[config.mk]
export PLATFORM = sky130hd
export DESIGN_NAME = usb2_slvfifo_rd_ctrl_flat
export DESIGN_NICKNAME = d
export VERILOG_FILES = /design/src/rtl/usb2_slvfifo_pkg.sv /design/src/rtl/usb2_slvfifo_rd_ctrl_if.sv /design/src/rtl/usb2_rd_buf.sv /design/src/rtl/usb2_slvfifo_rd_ctrl.sv /design/src/flat_wrapper.sv
export SDC_FILE = /design/constraint.sdc
export NUM_CORES = 1
export LEC_CHECK = 0
export CORE_MARGIN = 8
export CORE_UTILIZATION = 62
export DETAILED_ROUTE_END_ITERATION = 7
export PLACE_DENSITY = 0.85
export SLEW_MARGIN = 20
export SYNTH_ARGS = -nofsm -noshare
export SYNTH_HDL_FRONTEND = slang
export SYNTH_SLANG_ARGS = --single-unit
[constraint.sdc]
create_clock -name usb_clk -period 8 [get_ports usb_clk]
set_clock_uncertainty 0.2 [all_clocks]
set_input_delay 1.6 -clock usb_clk [delete_from_list [all_inputs] [get_ports usb_clk]]
set_output_delay 1.6 -clock usb_clk [all_outputs]
set_load 0.05 [all_outputs]
[src/rtl/usb2_slvfifo_pkg.sv]
// Shared types and constants for the USB2 slave-FIFO read path.
//   WORD_W       : slave-FIFO data bus width
//   EPx_ADDR     : usb_fifoaddr encodings for the four endpoints
//   rd_state_e   : read-controller state encoding
package usb2_slvfifo_pkg;

    localparam int unsigned WORD_W = 16;

    localparam logic [1:0] EP2_ADDR = 2'b00;
    localparam logic [1:0] EP4_ADDR = 2'b01;
    localparam logic [1:0] EP6_ADDR = 2'b10;
    localparam logic [1:0] EP8_ADDR = 2'b11;

    typedef enum logic [1:0] {
        IDLE = 2'd0,
        ARM  = 2'd1,
        READ = 2'd2,
        FIN  = 2'd3
    } rd_state_e;

endpackage

[src/rtl/usb2_slvfifo_rd_ctrl_if.sv]
// Slave-FIFO pin bundle plus the downstream valid/ready word stream.
//   master : FPGA read controller (drives FIFO control pins and stream data)
//   slave  : Cypress FIFO side / stream consumer
interface usb2_slvfifo_rd_ctrl_if;

    logic [1:0]                          usb_fifoaddr;
    logic                                usb_slcs;
    logic                                usb_sloe;
    logic                                usb_slrd;
    logic [usb2_slvfifo_pkg::WORD_W-1:0] usb_fd;
    logic                                usb_flaga;
    logic [usb2_slvfifo_pkg::WORD_W-1:0] m_data;
    logic                                m_valid;
    logic                                m_ready;

    modport master (
        output usb_fifoaddr, usb_slcs, usb_sloe, usb_slrd,
        input  usb_fd, usb_flaga,
        output m_data, m_valid,
        input  m_ready
    );

    modport slave (
        input  usb_fifoaddr, usb_slcs, usb_sloe, usb_slrd,
        output usb_fd, usb_flaga,
        input  m_data, m_valid,
        output m_ready
    );

endinterface

[src/rtl/usb2_rd_buf.sv]
// Small synchronous word FIFO with a registered head word.
//   usb_clk, rst_n   : clock, async active-low reset
//   push, push_data  : write one word
//   pop              : consume the head word (only while head_valid)
//   head_data/valid  : registered head of the buffer
//   free_cnt_c       : free entries, combinational from the occupancy count
module usb2_rd_buf
    import usb2_slvfifo_pkg::*;
#(
    parameter int unsigned DEPTH = 8
) (
    input  logic                          usb_clk,
    input  logic                          rst_n,
    input  logic                          push,
    input  logic [WORD_W-1:0]             push_data,
    input  logic                          pop,
    output logic [WORD_W-1:0]             head_data,
    output logic                          head_valid,
    output logic [$clog2(DEPTH):0]        free_cnt_c
);

    localparam int unsigned AW = $clog2(DEPTH);
    localparam int unsigned CW = AW + 1;

    logic [WORD_W-1:0] mem [DEPTH];
    logic [AW-1:0]     wr_ptr;
    logic [AW-1:0]     rd_ptr;
    logic [AW-1:0]     rd_ptr_nxt;
    logic [CW-1:0]     count;
    logic [CW-1:0]     count_nxt;
    logic [WORD_W-1:0] head_nxt;

    assign free_cnt_c = CW'(DEPTH) - count;

    // Next head: a word pushed into the slot that becomes the head bypasses mem.
    always_comb begin
        rd_ptr_nxt = rd_ptr + AW'(pop);
        count_nxt  = count + CW'(push) - CW'(pop);
        head_nxt   = mem[rd_ptr_nxt];
        if (push && (wr_ptr == rd_ptr_nxt)) begin
            head_nxt = push_data;
        end
    end

    // Storage array, not reset.
    always_ff @(posedge usb_clk) begin
        if (push) begin
            mem[wr_ptr] <= push_data;
        end
    end

    // Pointers, occupancy and registered head.
    always_ff @(posedge usb_clk or negedge rst_n) begin
        if (!rst_n) begin
            wr_ptr     <= '0;
            rd_ptr     <= '0;
            count      <= '0;
            head_data  <= '0;
            head_valid <= 1'b0;
        end else begin
            wr_ptr     <= wr_ptr + AW'(push);
            rd_ptr     <= rd_ptr_nxt;
            count      <= count_nxt;
            head_data  <= head_nxt;
            head_valid <= (count_nxt != '0);
        end
    end

    // Overflow/underflow can only come from a broken strobe throttle upstream.
    always_ff @(posedge usb_clk) begin
        if (rst_n) begin
            assert (!(push && !pop && (count == CW'(DEPTH))));
            assert (!(pop && (count == '0)));
        end
    end

endmodule

[src/rtl/usb2_slvfifo_rd_ctrl.sv]
// Slave-FIFO read master: strobes words out of the Cypress FIFO, buffers them
// and presents them on a valid/ready stream.
//   usb_clk, rst_n  : interface clock, async active-low reset
//   start/cfg_words : begin a transfer of cfg_words words (accepted in IDLE)
//   bus             : slave-FIFO pins and m_data/m_valid/m_ready stream
//   busy/done       : transfer active / one-cycle completion pulse
//   word_cnt        : words captured in the current transfer
//   rd_sum          : sum of captured words (only with USB_RD_CHECKSUM_EN)
module usb2_slvfifo_rd_ctrl
    import usb2_slvfifo_pkg::*;
#(
    parameter int unsigned DEPTH   = 8,
    parameter logic [1:0]  EP_ADDR = 2'b00
) (
    input  logic                         usb_clk,
    input  logic                         rst_n,
    input  logic                         start,
    input  logic [15:0]                  cfg_words,
    usb2_slvfifo_rd_ctrl_if.master       bus,
    output logic                         busy,
    output logic                         done,
`ifdef USB_RD_CHECKSUM_EN
    output logic [15:0]                  rd_sum,
`endif
    output logic [15:0]                  word_cnt
);

    localparam int unsigned CW = $clog2(DEPTH) + 1;

    rd_state_e     state;
    logic [15:0]   len;
    logic [CW-1:0] free_c;
    logic          capture_c;
    logic          pop_c;
    logic          slrd_nxt_c;

    // A word lands on every edge where the strobe is low and the FIFO has data.
    assign capture_c = (state == READ) && !bus.usb_slrd && bus.usb_flaga;
    assign pop_c     = bus.m_valid && bus.m_ready;

    // Strobe throttle: room for this read plus the one possibly in flight,
    // and never request past len.
    always_comb begin
        slrd_nxt_c = 1'b1;
        if ((state == READ) && bus.usb_flaga && (free_c >= CW'(2)) &&
            ((word_cnt + 16'(!bus.usb_slrd)) < len)) begin
            slrd_nxt_c = 1'b0;
        end
    end

    usb2_rd_buf #(
        .DEPTH (DEPTH)
    ) u_buf (
        .usb_clk    (usb_clk),
        .rst_n      (rst_n),
        .push       (capture_c),
        .push_data  (bus.usb_fd),
        .pop        (pop_c),
        .head_data  (bus.m_data),
        .head_valid (bus.m_valid),
        .free_cnt_c (free_c)
    );

    // Control FSM with registered pin and status outputs.
    always_ff @(posedge usb_clk or negedge rst_n) begin
        if (!rst_n) begin
            state            <= IDLE;
            len              <= '0;
            word_cnt         <= '0;
            bus.usb_slcs     <= 1'b1;
            bus.usb_sloe     <= 1'b1;
            bus.usb_slrd     <= 1'b1;
            bus.usb_fifoaddr <= 2'b00;
            busy             <= 1'b0;
            done             <= 1'b0;
`ifdef USB_RD_CHECKSUM_EN
            rd_sum           <= '0;
`endif
        end else begin
            bus.usb_slrd <= slrd_nxt_c;
            done         <= 1'b0;
            if (capture_c) begin
                word_cnt <= word_cnt + 16'd1;
`ifdef USB_RD_CHECKSUM_EN
                rd_sum   <= rd_sum + bus.usb_fd;
`endif
            end
            case (state)
                IDLE: begin
                    if (start) begin
`ifdef USB_RD_CHECKSUM_EN
                        rd_sum <= '0;
`endif
                        if (cfg_words == 16'd0) begin
                            state <= FIN;
                            done  <= 1'b1;
                        end else begin
                            len              <= cfg_words;
                            word_cnt         <= '0;
                            state            <= ARM;
                            bus.usb_slcs     <= 1'b0;
                            bus.usb_sloe     <= 1'b0;
                            bus.usb_fifoaddr <= EP_ADDR;
                            busy             <= 1'b1;
                        end
                    end
                end
                ARM: begin
                    state <= READ;
                end
                READ: begin
                    if (capture_c && ((word_cnt + 16'd1) == len)) begin
                        state            <= FIN;
                        done             <= 1'b1;
                        busy             <= 1'b0;
                        bus.usb_slcs     <= 1'b1;
                        bus.usb_sloe     <= 1'b1;
                        bus.usb_fifoaddr <= 2'b00;
                    end
                end
                FIN: begin
                    state <= IDLE;
                end
                default: begin
                    state <= IDLE;
                end
            endcase
        end
    end

endmodule

[src/flat_wrapper.sv]
// flat-port wrapper written by rule: the top's interface ports become plain ports
module usb2_slvfifo_rd_ctrl_flat import usb2_slvfifo_pkg::*;
#(
    parameter int unsigned DEPTH   = 8,
    parameter logic [1:0]  EP_ADDR = 2'b00
)
  (usb_clk, rst_n, start, cfg_words, busy, done, word_cnt, bus_usb_fifoaddr, bus_usb_slcs, bus_usb_sloe, bus_usb_slrd, bus_usb_fd, bus_usb_flaga, bus_m_data, bus_m_valid, bus_m_ready);
  usb2_slvfifo_rd_ctrl_if bus_i ();
  input  logic usb_clk;
  input  logic rst_n;
  input  logic start;
  input  logic [15:0] cfg_words;
  output logic busy;
  output logic done;
  output logic [15:0] word_cnt;
  output wire logic [$bits(bus_i.usb_fifoaddr)-1:0] bus_usb_fifoaddr;
  output wire logic [$bits(bus_i.usb_slcs)-1:0] bus_usb_slcs;
  output wire logic [$bits(bus_i.usb_sloe)-1:0] bus_usb_sloe;
  output wire logic [$bits(bus_i.usb_slrd)-1:0] bus_usb_slrd;
  input wire logic [$bits(bus_i.usb_fd)-1:0] bus_usb_fd;
  input wire logic [$bits(bus_i.usb_flaga)-1:0] bus_usb_flaga;
  output wire logic [$bits(bus_i.m_data)-1:0] bus_m_data;
  output wire logic [$bits(bus_i.m_valid)-1:0] bus_m_valid;
  input wire logic [$bits(bus_i.m_ready)-1:0] bus_m_ready;
  assign bus_usb_fifoaddr = bus_i.usb_fifoaddr;
  assign bus_usb_slcs = bus_i.usb_slcs;
  assign bus_usb_sloe = bus_i.usb_sloe;
  assign bus_usb_slrd = bus_i.usb_slrd;
  assign bus_i.usb_fd = bus_usb_fd;
  assign bus_i.usb_flaga = bus_usb_flaga;
  assign bus_m_data = bus_i.m_data;
  assign bus_m_valid = bus_i.m_valid;
  assign bus_i.m_ready = bus_m_ready;
  usb2_slvfifo_rd_ctrl #(.DEPTH(DEPTH), .EP_ADDR(EP_ADDR)) u_core (.usb_clk(usb_clk), .rst_n(rst_n), .start(start), .cfg_words(cfg_words), .bus(bus_i), .busy(busy), .done(done), .word_cnt(word_cnt));
endmodule
* Word level (Yosys, flattened, before mapping) *
Memory sizes are Yosys's and may differ from the RTL's. A register that Yosys moved wholly into a read port is not among the register bits.
Index checks and enable logic that the tools add are counted.

operators by class
  add/subtract/negate cells = 7
  $lt $le $gt $ge = 2
  equality and inequality tests = 7
  multiplexer cells = 27
  bitwise operators = 1
  reductions and logical operators = 16

operators with widths
  kind                   count
  $mux 16                4
  $add 16x1->16          1
  $add 16x1->16 const B  1
  $eq 16x16->1           1
  $logic_not 16->1       1
  $lt 16x16->1           1
  $mux 1                 12
  $mux 2                 6
  $pmux 2 s4             1
  $logic_and 1x1->1      7
  $add 3x1->3            2
  $ne 2x2->1 const B     3
  $pmux 1 s2             3
  $add 4x1->4            1
  $eq 2x2->1 const B     2
  $ge 4x2->1 const B     1
  $pmux 2 s2             1
  $reduce_and 4->1       1
  $reduce_bool 4->1      1
  $sub 4x1->4            1
  $sub 4x4->4 const A    1
  $reduce_and 3->1       1
  $eq 2x1->1 const B     1
  $logic_not 1->1        2
  other kinds (4)        4

storage, ports and cells
  register bits after elaboration = 51
  bits in writable memories = 128
  input bits = 37
  output and inout port bits = 40
  word-level logic and storage cells = 73
  memories = 1

memory list
  name              depth  bits a word  read ports  clocked after memory_dff  wr ports  line               source
  u_core.u_buf.mem  8      16           1           1                         1         usb2_rd_buf.sv:25  logic [WORD_W-1:0] mem [DEPTH];

* Depth between registers and ports, before layout *
  word-level depth = 7
  depth in mapped cells = 14
  depth with buffers taken out = 13

* Modules after synthesis *
Synthesis repeated with hierarchy kept, for this count alone.

second synthesis, totals
  cells, all modules = 674
  area, all modules = 9315.2 sq um

modules (own cells, without submodules)
  module                instances  cells each  area an instance (sq um)  seq. area each (sq um)
  usb2_rd_buf           1          338         6384.9                    4519.3
  usb2_slvfifo_rd_ctrl  1          336         2930.3                    953.4

* Worst setup path before layout *
Ideal clock, no wire load.

  path kind = input port to flip-flop
  start point = input port bus_usb_flaga
  end point = memory u_core.u_buf.mem[0][0], enable pin
  setup time = 0.430 ns
  arrival = 3.550 ns
  required time = 7.370 ns
  slack = 3.820 ns
  stages on the path = 3
  buffers on the path = 1
  cells stage by stage = nand3b_1 > clkbuf_1 > nor4_1

between the ends
  word-level cells in the longest chain between the ends = 3

RTL lines
  what                          line                        source
  start: declaration            flat_wrapper.sv:21          input wire logic [$bits(bus_i.usb_flaga)-1:0] bus_usb_flaga;
  $logic_and 1x1->1             usb2_slvfifo_rd_ctrl.sv:38  assign capture_c = (state == READ) && !bus.usb_slrd && bus.usb_flaga;
  $mux 1                        usb2_rd_buf.sv:47           if (push) begin
  $mux 1 (not written as such)  usb2_rd_buf.sv:48           mem[wr_ptr] <= push_data;
  end: declaration              usb2_rd_buf.sv:25

No other way between the ends.

* Final worst setup path *
  start point = input port bus_usb_flaga
  end point = register u_core.busy

between the ends
  word-level cells in the longest chain between the ends = 4

RTL lines
  what                        line                         source
  $logic_and 1x1->1           usb2_slvfifo_rd_ctrl.sv:38
  $logic_and 1x1->1           usb2_slvfifo_rd_ctrl.sv:112  if (capture_c && ((word_cnt + 16'd1) == len)) begin
  $ne 2x2->1 (no line)        --
  $reduce_and 4->1 (no line)  --
  end signal: assignment      usb2_slvfifo_rd_ctrl.sv:74   busy <= 1'b0;
  end signal: assignment      usb2_slvfifo_rd_ctrl.sv:104  busy <= 1'b1;
  end signal: assignment      usb2_slvfifo_rd_ctrl.sv:115  busy <= 1'b0;
  end: declaration            usb2_slvfifo_rd_ctrl.sv:20   output logic busy,

No other way between the ends.
A chain may end at the register's enable or synchronous reset.

==> impl_metrics.toml <==
[status]
status = "completed"

[die]
die_w_um = 136
die-area_um2 = 18400
core_area_um2 = 13900
start_util = 0.636
ios = 77
rows = 43
die_h_um = 136

[power_and_ir_drop]
pwr_density_cell_nw_per_um2 = 327
ir_drop_v = 0.000263
power_leakage_uw = 0.00391

[final_layout]
drive_gt1_frac = 0.126
antenna_cells = 0
final_common_cell = "edfxtp_1"
nets = 779
stdcell_area_um2 = 10300
syn_to_final_growth_pct = 16.7
stdcell_count = 902
layout_common_cells = "edfxtp_1, clkdlybuf4s50_1, dfrtp_1"

[cts]
ctsResizeCount = 0
clk_latency_ns = 0.43
htreeDepth = 4
cts_inserted_buffers = 17
clockRootBuffer = "clkbuf_16"
post_cts_buffers = 0
cts_num_sinks = 193
clockBufferDepth = 2
path_clk_slew_ns = 0.07
cts_tree = "done"
cts-hold-fix-buffers = 0

[place]
dpl.hpwl_mm = 12.4
routabilityCongestion = 0.873
dp_cells = 871
placement.cell_area_um2 = 9790
port_buffers = 74

[sta]
hold_viol_final = 0
period_minus_slack_ns = 4.67
fin_crit_sh = 0.584
worstMarginPinSlew_ns = 1.01
drv_slew = 0
final-setup-viol-count = 0
holdWs_ns = 0.300
rsz0062_at_grt = "false"
worst_slew_margin_rel = 0.325
fin_setup_tns_ns = 0
fmax_mhz = 214

[worst_setup_path]
max_stage_delay_ns = 0.59
critPathBufInv = 1
worstSetupPathType = "in2reg"
r2r_start = "u_core.state[0]$_DFFE_PN0P_"
worstPathCellList = "clkdlybuf4s50_1 -> nand3b_1 -> a211oi_1 -> nand4_1 -> or4_1 -> or4_1 -> o31ai_1 -> o21ai_1"
start_kind = "primary input"
crit_arrival_ns = 4.79
worst_path_most_repeated_cell = "or4_1"
worst-path-max-fanout = 14
critical_path_required_ns = 8.11
path_delay_family = "simple AND/OR/NAND/NOR gates"
crit_path_end_kind = "register"
slowest_stage = "nand3b_1"
crit_path_start = "bus_usb_flaga"

[global_route]
use_met3 = 0.0549
met2_usage = 0.354
grt_use_total = 0.214
antenna_found_initial = 0
grt_max_degree = 66
grt-busiest-layer = "met2"
grt_util_met1 = 0.260
gr-total-overflow = 0
grt_pass1_wl_mm = 29.7
grt_pass1_vias = 5606

[flow_run]
maxCapViolations = 0

[routing]
wl_per_cell_um = 21.0
finalWirelength_mm = 19.0
vias = 5476
drc_errors = 0
ant_nets = 0
drtIter0Drc = 532
post_drt_via_cell_ratio = 6.07
drt-pass1-iter-count = 5

[logic_synthesis]
syn-mean-instance-area_um2 = 13.9
async_flop_share = 0.337
ys_ff_latch = 193
synth_warnings = 0
ys_seq_area_frac = 0.618
synth-edff-count = 128
yosysUniqueCellTypes = 55
syn_area_um2 = 8860
synth-main-ff-cell = "edfxtp_1"
synth_cells = 638

[worst_hold_path]
hp-class = "reg2reg"
min-delay-start = "u_core.bus.usb_slcs$_DFFE_PN1P_"
==> worst min-delay path, cell delays in order (launching register included) <==
cell     delay, ns
dfstp_2       0.38
o21ai_0       0.06
o21ai_1       0.06
==> sequential cells by signal, indices dropped and copies added (netlist names) <==
signal                   cells
u_core.bus.usb_slcs          1
u_core.bus.usb_slrd          1
u_core.busy                  1
u_core.done                  1
u_core.len                  16
u_core.state                 2
u_core.u_buf.count           4
u_core.u_buf.head_data      16
u_core.u_buf.head_valid      1
u_core.u_buf.mem           128
u_core.u_buf.rd_ptr          3
u_core.u_buf.wr_ptr          3
u_core.word_cnt             16
==> area by class of cell <==
type,count,area [um^2]
flip-flops and latches,193,5470
fillers,847,3600
multi-input cells,383,3160
repair buffers,86,826
clock buffers,18,439
well taps,180,225
inverters,29,109
clock inverters,13,105
==> report_power, final <==
part / total, uW / internal, uW / switching (uW)
combinational: 1280 / 562 / 719
clock: 786 / 410 / 376
sequential: 1310 / 1200 / 104
total: 3380 / 2180 / 1200
==> routing by layer <==
layer,vias up,share of wire
met1,2758,0.41
met5,-,0
met3,38,0.059
met2,190,0.50
li1,2490,-
met4,0,0.027
==> final timing paths <==
| check | endpoint | slack [ns] | cells after the start |
|---|---|---|---|
| setup / recovery | u_core.busy$_DFFE_PN0P_ | 3.33 | 8 |
| hold / removal | u_core.bus.usb_slcs$_DFFE_PN1P_ | 0.30 | 2 |
| setup reg to reg | u_core.busy$_DFFE_PN0P_ | 4.17 | 9 |
| hold reg to reg | u_core.bus.usb_slcs$_DFFE_PN1P_ | 0.30 | 2 |
| max in group asynchronous | u_core.u_buf.head_data[12]$_DFF_PN0_ | 5.85 | 2 |
| min in group asynchronous | u_core.len[5]$_DFFE_PN0P_ | 1.16 | 2 |
==> cells by family (layout without fill, tap and decap cells) <==
family,count (synthesis),after routing,share of synthesized area
xor gates and xnor gates,56,56,0.0554
DFF,193,193,0.618
and+or+nand+nor,163,163,0.0921
muxes,49,49,0.101
adders and majority gates,32,32,0.0460
AOI/OAI and AO/OA,81,81,0.0556
buffers and inverters,63,146,0.0321
other,1,2,0.000423
==> stage by stage <==
stage | util | total power [uW] | setup WS [ns]
5_1_grt | 0.742 | 3540 | 3.23
4_1_cts | 0.742 | 3390 | 3.44
3_5_place_dp | 0.703 | 2610 | 3.01
6_report | 0.742 | 3380 | 3.33
3_3_place_gp | 0.703 | 2560 | 3.06
2_1_floorplan | - | 2250 | 3.82
==> synthesized netlist by cell type (2+ instances only) <==
master,number,share of area
edfxtp_1,128,0.43
dfrtp_1,63,0.18
nor2_1,46,0.019
nand2_1,44,0.019
mux4_2,32,0.081
xnor2_1,32,0.032
ha_1,31,0.044
inv_1,29,0.012
a21oi_1,28,0.016
xor2_1,24,0.024
o21ai_0,23,0.013
mux2i_1,17,0.019
clkbuf_1,16,0.0068
nor3_1,13,0.0073
nand3_1,12,0.0068
nor4_1,10,0.0071
nand4_1,9,0.0064
a21o_1,8,0.0068
buf_4,7,0.0059
buf_2,5,0.0028
nand2b_1,5,0.0035
buf_1,4,0.0017
nor2b_1,4,0.0028
a31oi_1,3,0.0021
o21ai_1,3,0.0017
or4_1,3,0.0025
a2111oi_0,2,0.0020
a311o_1,2,0.0023
and2_1,2,0.0014
and3_1,2,0.0014
and4_1,2,0.0020
buf_6,2,0.0025
dfstp_2,2,0.0059
o22ai_1,2,0.0014
o31ai_1,2,0.0017
or4_4,2,0.0025
Power figures use the tool's default switching activity.
